File: config.mk
export PLATFORM = sky130hd
export DESIGN_NAME = mux4_rr_arbiter
export DESIGN_NICKNAME = d
export VERILOG_FILES = /design/src/rtl/mux4_rr_arbiter.sv
export SDC_FILE = /design/constraint.sdc
export NUM_CORES = 1
export LEC_CHECK = 0
export ABC_AREA = 1
export CAP_MARGIN = 10
export CORE_AREA = 2 2 57 59
export CTS_CLUSTER_DIAMETER = 50
export DETAILED_ROUTE_END_ITERATION = 16
export DIE_AREA = 0 0 59 61
export PLACE_DENSITY = 0.68
export SLEW_MARGIN = 20
export SYNTH_ARGS = -nofsm -noshare
export SYNTH_HDL_FRONTEND = slang
export SYNTH_SLANG_ARGS = --single-unit
File: constraint.sdc
create_clock -name clk -period 2.69 [get_ports clk]
set_input_delay 0.269 -clock clk [delete_from_list [all_inputs] [get_ports clk]]
set_output_delay 0.269 -clock clk [all_outputs]
set_load 0.05 [all_outputs]
File: src/rtl/mux4_rr_arbiter.sv
// -----------------------------------------------------------------------------
// mux4_rr_arbiter
//
// Round-robin arbiter and select sequencer for the 4:1 data-flow multiplexer.
// Exactly one requester owns the shared mux output at a time. A requester
// keeps its grant while it holds req. If other requesters are waiting, its
// tenure ends after MAX_HOLD cycles. On every new grant the search pointer
// moves past the winner, so all four requesters are served in turn.
//
// Parameters
//   MAX_HOLD : maximum consecutive grant cycles while another request waits
//              (1..255)
//   CNT_W    : width of the tenure counter; must be able to hold MAX_HOLD
//
// Ports
//   clk   : rising-edge clock
//   rst   : synchronous, active-high reset
//   req   : level-sensitive request, one bit per requester
//   gnt   : registered one-hot grant, 0000 when idle
//   sel   : registered mux select for the current or last owner. The index
//           is bit-reversed because sel[0] is the mux's high-order select bit.
//   owner : registered binary index of the current or last owner
//   busy  : registered, high while any grant is active
// -----------------------------------------------------------------------------
module mux4_rr_arbiter #(
    parameter int MAX_HOLD = 4,
    parameter int CNT_W    = 8
) (
    input  logic       clk,
    input  logic       rst,
    input  logic [3:0] req,
    output logic [3:0] gnt,
    output logic [1:0] sel,
    output logic [1:0] owner,
    output logic       busy
);

    typedef enum logic {
        IDLE  = 1'b0,
        GRANT = 1'b1
    } state_t;

    localparam logic [CNT_W-1:0] MAX_CNT = CNT_W'(MAX_HOLD);
    localparam logic [CNT_W-1:0] ONE_CNT = CNT_W'(1);

    state_t           state_q, state_d;
    logic [3:0]       gnt_q, gnt_d;
    logic [1:0]       sel_q, sel_d;
    logic [1:0]       owner_q, owner_d;
    logic             busy_q, busy_d;
    logic [1:0]       ptr_q, ptr_d;
    logic [CNT_W-1:0] hold_q, hold_d;

    logic [3:0]       others;
    logic [2:0]       pick_idle;
    logic [2:0]       pick_next;
    logic             load;
    logic [1:0]       load_idx;

    // Returns {found, index} of the first set bit of r, searching from
    // 'start' upward, modulo 4. The loop walks the search order backwards,
    // so the closest candidate is the last one written and therefore wins.
    function automatic logic [2:0] rr_pick(input logic [3:0] r,
                                           input logic [1:0] start);
        logic [2:0] res;
        logic [1:0] idx;
        res = 3'b000;
        for (int i = 3; i >= 0; i--) begin
            idx = start + 2'(i);
            if (r[idx]) begin
                res = {1'b1, idx};
            end
        end
        return res;
    endfunction

    // The candidate search covers only the other requesters. The owner's
    // own request decides whether it keeps the grant. It must never count
    // as a competitor for a hand-off or for a forced rotation.
    always_comb begin
        others    = req & ~(4'b0001 << owner_q);
        pick_idle = rr_pick(req, ptr_q);
        pick_next = rr_pick(others, owner_q + 2'd1);
    end

    // Next-state and next-output logic. Every path that starts a new
    // tenure sets 'load'. The shared block after the case statement then
    // loads the grant, select, owner, pointer and tenure counter in one
    // place. A hand-off therefore switches gnt directly, with no 0000 cycle.
    always_comb begin
        state_d  = state_q;
        gnt_d    = gnt_q;
        sel_d    = sel_q;
        owner_d  = owner_q;
        ptr_d    = ptr_q;
        hold_d   = hold_q;
        load     = 1'b0;
        load_idx = 2'd0;

        case (state_q)
            IDLE: begin
                gnt_d = 4'b0000;
                if (pick_idle[2]) begin
                    load     = 1'b1;
                    load_idx = pick_idle[1:0];
                end
            end
            GRANT: begin
                if (!req[owner_q]) begin
                    if (pick_next[2]) begin
                        load     = 1'b1;
                        load_idx = pick_next[1:0];
                    end else begin
                        state_d = IDLE;
                        gnt_d   = 4'b0000;
                        hold_d  = '0;
                    end
                end else if (hold_q < MAX_CNT) begin
                    hold_d = hold_q + ONE_CNT;
                end else if (pick_next[2]) begin
                    load     = 1'b1;
                    load_idx = pick_next[1:0];
                end else begin
                    // Nobody else is waiting. The owner keeps the grant and
                    // the counter stays saturated, so a newcomer preempts it
                    // on the next edge.
                    hold_d = MAX_CNT;
                end
            end
            default: begin
                state_d = IDLE;
                gnt_d   = 4'b0000;
            end
        endcase

        if (load) begin
            state_d = GRANT;
            gnt_d   = 4'b0001 << load_idx;
            sel_d   = {load_idx[0], load_idx[1]};
            owner_d = load_idx;
            ptr_d   = load_idx + 2'd1;
            hold_d  = ONE_CNT;
        end

        busy_d = |gnt_d;
    end

    // State and output registers. Reset is synchronous, so it takes effect
    // on the next rising edge even in the middle of a tenure.
    always_ff @(posedge clk) begin
        if (rst) begin
            state_q <= IDLE;
            gnt_q   <= 4'b0000;
            sel_q   <= 2'b00;
            owner_q <= 2'b00;
            busy_q  <= 1'b0;
            ptr_q   <= 2'b00;
            hold_q  <= '0;
        end else begin
            state_q <= state_d;
            gnt_q   <= gnt_d;
            sel_q   <= sel_d;
            owner_q <= owner_d;
            busy_q  <= busy_d;
            ptr_q   <= ptr_d;
            hold_q  <= hold_d;
        end
    end

    assign gnt   = gnt_q;
    assign sel   = sel_q;
    assign owner = owner_q;
    assign busy  = busy_q;

endmodule

==> impl_metrics.ini, run 1 <==
[logic_synthesis]
ys_warn_count = 0
syn_avg_cell_area_um2 = 6.61
synth-simple-area-share_pct = 39.8
synth_seq_cells = 18
synthCells = 212
synth-adder-area-share_pct = 8.04
syn_nets = 227
synthMuxAreaShare_pct = 0.714
syn_area_mm2 = 0.00140
synth_xor_area_share_pct = 0.625
synth-seq-area-share_pct = 25.7
synth_top_family_by_area = simple AND/OR/NAND/NOR gates
ys_types = 26
synth-compound-area-share_pct = 13.1

[placed_design]
placed_cell_area_mm2 = 0.00155
gp_congestion = 0.894
dp.cells = 254
numPortBuffers = 14
hpwlAfterDp_um = 2070

[worst_hold_path]
hold_class = reg2reg
worstHoldStart = hold_q[7]
whs_endpoint = hold_q[7]
hold_depth = 2

[setup_path]
cp.required_ns = 2.88
cp_max_fo = 6
cp-end-kind = flop
worstPathArrival_ns = 2.66
criticalPathCategory = reg2reg
rrSetupSlack_ns = 0.22
timing.rr.end = busy
rr_worst_depth = 22
r2r_start = sel[0]
start_kind = flop

[cts]
cts-hold-fix-buffers = 0
cts_buffers = 3
clock-sinks = 18
post_cts_buffers = 0
path_clk_slew_ns = 0.10
clk_latency_ns = 0.29
h-tree-depth = 1
cts-root-buf = clkbuf_4
clockBufferDepth = 2
cts_tree = done

[die]
core_mm2 = 0.00295
die_w_um = 59
dieArea_mm2 = 0.00360
rows = 20
die_y_um = 61
io_pins = 15
start_util_pct = 47.5

[sta]
hold_viol = 0
setup_tns_ns = 0
min_period_ns = 2.47
finalSetupViolations = 0
slew_headroom_pct = 66.7
rsz0062_at_grt = false
tightest_slew_ns = 0.497
slew_viol_final = 0
finalClockSkew_ns = 0.00312
finalCritPeriodShare_pct = 91.9
fmax_mhz = 404

[cells_and_area]
drive_gt1_share_pct = 19.6
final_cell_area_mm2 = 0.00160
fill_cells = 290
layoutNonFillerInstCount = 258
final_core_util_pct = 54.1
nNetsFinal = 241
layout_common_cells = nand2_1 (65), inv_1 (26), nor2_1 (19), dfxtp_1 (16), clkdlybuf4s50_1 (14)
antenna_cells = 0
final_common_cell = nand2_1
syn_to_final_growth_pct = 13.9
seqCellArea_um2 = 363
multiInputGateArea_um2 = 888

[grt]
antenna_found_initial = 0
gr-total-overflow = 0
grt_pass1_vias = 1063
grt_max_degree = 18
grtUsageTotal_pct = 16.7
grt_pass1_wl_um = 4630

[drt]
dr_total_vias = 1262
ant_nets = 0
wl_per_cell_um = 10.3
via_per_inst = 4.89
drtIter0Drc = 27
dr.pass1.iters = 4
drt-total-wl_um = 2660
drc = 0

[pwr]
powerDensity_mw_per_mm2 = 1270
finalPower_mw = 2.03
total_leakage_power_nw = 0.770
max-vdd-ir-drop_mv = 0.689

[flow_run]
cap_viol_max_count = 0

[run_status]
status = finished, final reports clean
-- cell usage after synthesis --
cell type	count	area [µm²]
nand3_2	5	50.1
nor3_1	1	5.00
o21ai_0	4	20.0
nand2_2	9	56.3
nand3b_1	2	15.0
o21ai_1	4	20.0
nand4_1	2	12.5
nand2_4	3	33.8
xor2_1	1	8.76
o211ai_1	2	15.0
inv_1	26	97.6
buf_6	2	22.5
nor2_1	19	71.3
buf_4	2	15.0
ha_1	9	113
nand3_1	12	60.1
a21oi_2	2	17.5
dfxtp_1	18	360
buf_2	2	10.0
o31ai_4	1	21.3
a21oi_1	4	20.0
nor2_2	1	6.26
mux2i_1	1	10.0
nand2_1	66	248
o21ai_2	8	70.1
inv_2	6	22.5
-- worst max-delay path, cell delays in order (launching register included) --
cell and delay [ns]:
dfxtp_2 0.38, inv_1 0.13, ha_4 0.32, inv_2 0.05
nand2_1 0.08, nand2_2 0.08, nand2_2 0.09, nand2_2 0.07
inv_2 0.06, nand2_1 0.04, nand2_1 0.07, nand2_1 0.05
o21ai_1 0.07, nand2_1 0.07, nand2_2 0.12, inv_2 0.06
ha_1 0.19, inv_1 0.05, nand2_1 0.05, nand2_1 0.10
nand2_1 0.07, nor2_1 0.12, nor2_1 0.04
-- metal layers --
metal	GRT usage (%)	routed length (µm)
met5	0	0
met4	1.95	5
met3	4.48	97
met2	26.3	1170
met1	23.7	1380
-- through the flow --
step                hold slack [ns]  setup slack, ns
floorplan                     0.424            0.143
global placement              0.433            0.193
detailed placement            0.435            0.146
CTS                           0.451            0.107
global route                  0.469           0.0135
finish                        0.449            0.217
-- final cells by class --
| cell class | instances | area share (%) |
|---|---|---|
| Multi-Input combinational cell | 156 | 55.6 |
| Sequential cell | 18 | 22.7 |
| Timing Repair Buffer | 15 | 9.25 |
| Inverter | 32 | 7.52 |
| Tap cell | 33 | 2.59 |
| Clock buffer | 4 | 2.27 |
-- power by group --
group	leakage, nW	switching [mW]	internal [mW]
Sequential	0.149	0.0740	0.337
Combinational	0.600	0.960	0.487
Clock	0.0210	0.0838	0.0825
-- sequential cells by signal, summed over array words and instances (netlist names) --
register and cells:
sel 1, state_q 1, hold_q 8, busy 1, owner 1, gnt 4, ptr_q 2
-- worst max-delay path by stage --
stage                     endpoint     start
after detailed placement      busy    sel[0]
after floorplan               busy  owner[0]
final                         busy    sel[0]
after CTS                     busy    sel[0]
after global routing          busy    sel[0]
after global placement        busy    sel[0]
-- cells by family after synthesis --
group           after synthesis
mux                           1
flops                        18
fa+ha+maj                     9
xor+xnor                      1
buf+inv                      38
compound gates               25
simple gates                120
-- what timing repair did --
item,4_1_cts,5_1_grt
setup endpoints to repair,0,1
endpoints found under the hold margin,0,0
resized for setup,0,3
Note: power is estimated with default switching activity, not from simulation.
==> inputs of run 2 (changes only) <==
==> constraint.sdc (replaced) <==
create_clock -name clk -period 3 [get_ports clk]
set_input_delay 0.3 -clock clk [delete_from_list [all_inputs] [get_ports clk]]
set_output_delay 0.3 -clock clk [all_outputs]
set_load 0.05 [all_outputs]
==> impl_metrics.ini, run 2 (synthesis results as in run 1) <==
[run_status]
status = finished, final reports clean

[drt]
ant_nets = 0
wl_met3_um = 75
via_per_inst = 4.83
drc = 0
wl_per_cell_um = 10.3
dr.pass1.iters = 4
drtIter0Drc = 25
drt-total-wl_um = 2660
top_layer = met4
dr_total_vias = 1247
met1_length_um = 1410
wl_met2_um = 1160

[cells_and_area]
largest_register = hold_q
syn_to_final_growth_pct = 12.7
fill_cells = 324
final_common_cell = nand2_1
drive_gt1_share_pct = 17.8
seqCellArea_um2 = 360
largest_reg_flops = 8
multiInputGateArea_um2 = 873
nNetsFinal = 241
antenna_cells = 0
layoutNonFillerInstCount = 258
layout_common_cells = nand2_1 (66), inv_1 (26), nor2_1 (19), dfxtp_1 (18), clkdlybuf4s50_1 (14)

[cts]
cts_tree = done
cts_resized = 0
clk_latency_ns = 0.29
cts-root-buf = clkbuf_4
cts_buffers = 3
clockBufferDepth = 2
clock-sinks = 18
cts-hold-fix-buffers = 0
h-tree-depth = 1
post_cts_buffers = 0
path_clk_slew_ns = 0.10

[grt]
grt_pass1_vias = 1171
grt_max_degree = 18
gr-total-overflow = 0
antenna_found_initial = 0
grtUsageTotal_pct = 17.2
grt_pass1_wl_um = 4870

[setup_path]
cp_max_fo = 6
start_kind = flop
cp.required_ns = 3.19
worstPathArrival_ns = 2.82
rrSetupSlack_ns = 0.37
path_cells = inv_1, ha_1, inv_2, nand2_1, nand2_2, nand2_2, nand2_2, inv_2, nand3_2, nand2_2, nor2_1, nand2_1, nand2_1, inv_2, ha_1, inv_1, nand2_1, nand2_1, nand2_1, nor2_1, nor2_1
cpPeakStageDelay_ns = 0.45
cpMaxStageDelayCell = dfxtp_1
criticalPathCategory = reg2reg
rr_worst_depth = 21
r2r_start = sel[0]
crit_top_cell = nand2_1
cp-end-kind = flop
timing.rr.end = busy

[sta]
finalSetupViolations = 0
finalCritPeriodShare_pct = 87.8
slew_viol_final = 0
rsz0062_at_grt = false
fmax_mhz = 380
tightest_slew_ns = 0.501
finalClockSkew_ns = 0.000822
hold_viol = 0
fin_ws_ns = 0.365
setup_tns_ns = 0
min_period_ns = 2.63
slew_headroom_pct = 66.5

[worst_hold_path]
hold_class = reg2reg
whs_endpoint = hold_q[6]
hold_depth = 2
worstHoldStart = hold_q[6]

[pwr]
powerDensity_mw_per_mm2 = 1130
total_leakage_power_nw = 0.768
max-vdd-ir-drop_mv = 0.535
finalPower_mw = 1.78

[die]
die_y_um = 61
rows = 20
start_util_pct = 47.5
core_mm2 = 0.00295
dieArea_mm2 = 0.00360
die_w_um = 59
io_pins = 15

[placed_design]
dp.cells = 254
gp_congestion = 0.867
hpwlAfterDp_um = 2080
numPortBuffers = 14
pre_cts_ws_ns = 0.379

[flow_run]
cap_viol_max_count = 0
-- run 2: cell counts in the layout (fill, tap and decap cells not counted) --
No cell type changed its count.
-- run 2: area by class of cell --
class	instances	area share, %
Sequential cell	18	22.8
Tap cell	33	2.61
Clock buffer	4	2.30
Multi-Input combinational cell	156	55.3
Timing Repair Buffer	15	9.35
Inverter	32	7.61
-- run 2: how the worst max path moves through the flow --
stage                 to  slack, ns  startpoint
floorplan           busy       0.17    owner[0]
global placement    busy       0.37      sel[0]
detailed placement  busy       0.38      sel[0]
CTS                 busy       0.36      sel[0]
global route        busy       0.05      sel[0]
finish              busy       0.37      sel[0]
-- run 2: stage by stage --
| stage | hold slack, ns | cell area [µm²] | utilization [%] |
|---|---|---|---|
| global placement | 0.435 | 1540 | 52.2 |
| CTS | 0.453 | 1580 | 53.5 |
| floorplan | 0.424 | 1400 | - |
| detailed placement | 0.437 | 1540 | 52.2 |
| global route | 0.469 | 1580 | 53.5 |
| finish | 0.451 | 1580 | 53.5 |
-- run 2: per-layer routing --
layer	global-route usage, %	vias to the layer above
li1	-	691
met1	23.4	540
met2	28.6	14
met3	4.05	2
met4	2.60	0
met5	0	-
-- run 2: power by group --
group          internal (mW)  switching, mW  total, mW
sequential             0.300         0.0671      0.367
clock                 0.0740         0.0768      0.151
combinational          0.421          0.844       1.26
-- run 2: worst max-delay path, delay by kind of cell, from the launching register on --
kind,cells,cell delay [ns]
AND/OR/NAND/NOR,14,1.12
adder cells (fa/ha/maj),2,0.56
flip-flops,1,0.45
buffers and inverters,5,0.40
==> inputs of run 3 (changes only) <==
--- a/config.mk
+++ b/config.mk
@@ -6,12 +6,14 @@
 export NUM_CORES = 1
 export LEC_CHECK = 0
 export ABC_AREA = 1
+export ABC_CLOCK_PERIOD_IN_PS = 3000
 export CAP_MARGIN = 10
 export CORE_AREA = 2 2 57 59
 export CTS_CLUSTER_DIAMETER = 50
 export DETAILED_ROUTE_END_ITERATION = 16
 export DIE_AREA = 0 0 59 61
 export PLACE_DENSITY = 0.68
+export SKIP_LAST_GASP = 1
 export SLEW_MARGIN = 20
 export SYNTH_ARGS = -nofsm -noshare
 export SYNTH_HDL_FRONTEND = slang
==> results of run 3 <==
No change in the layout: final DEF, timing and power equal those of run 2.
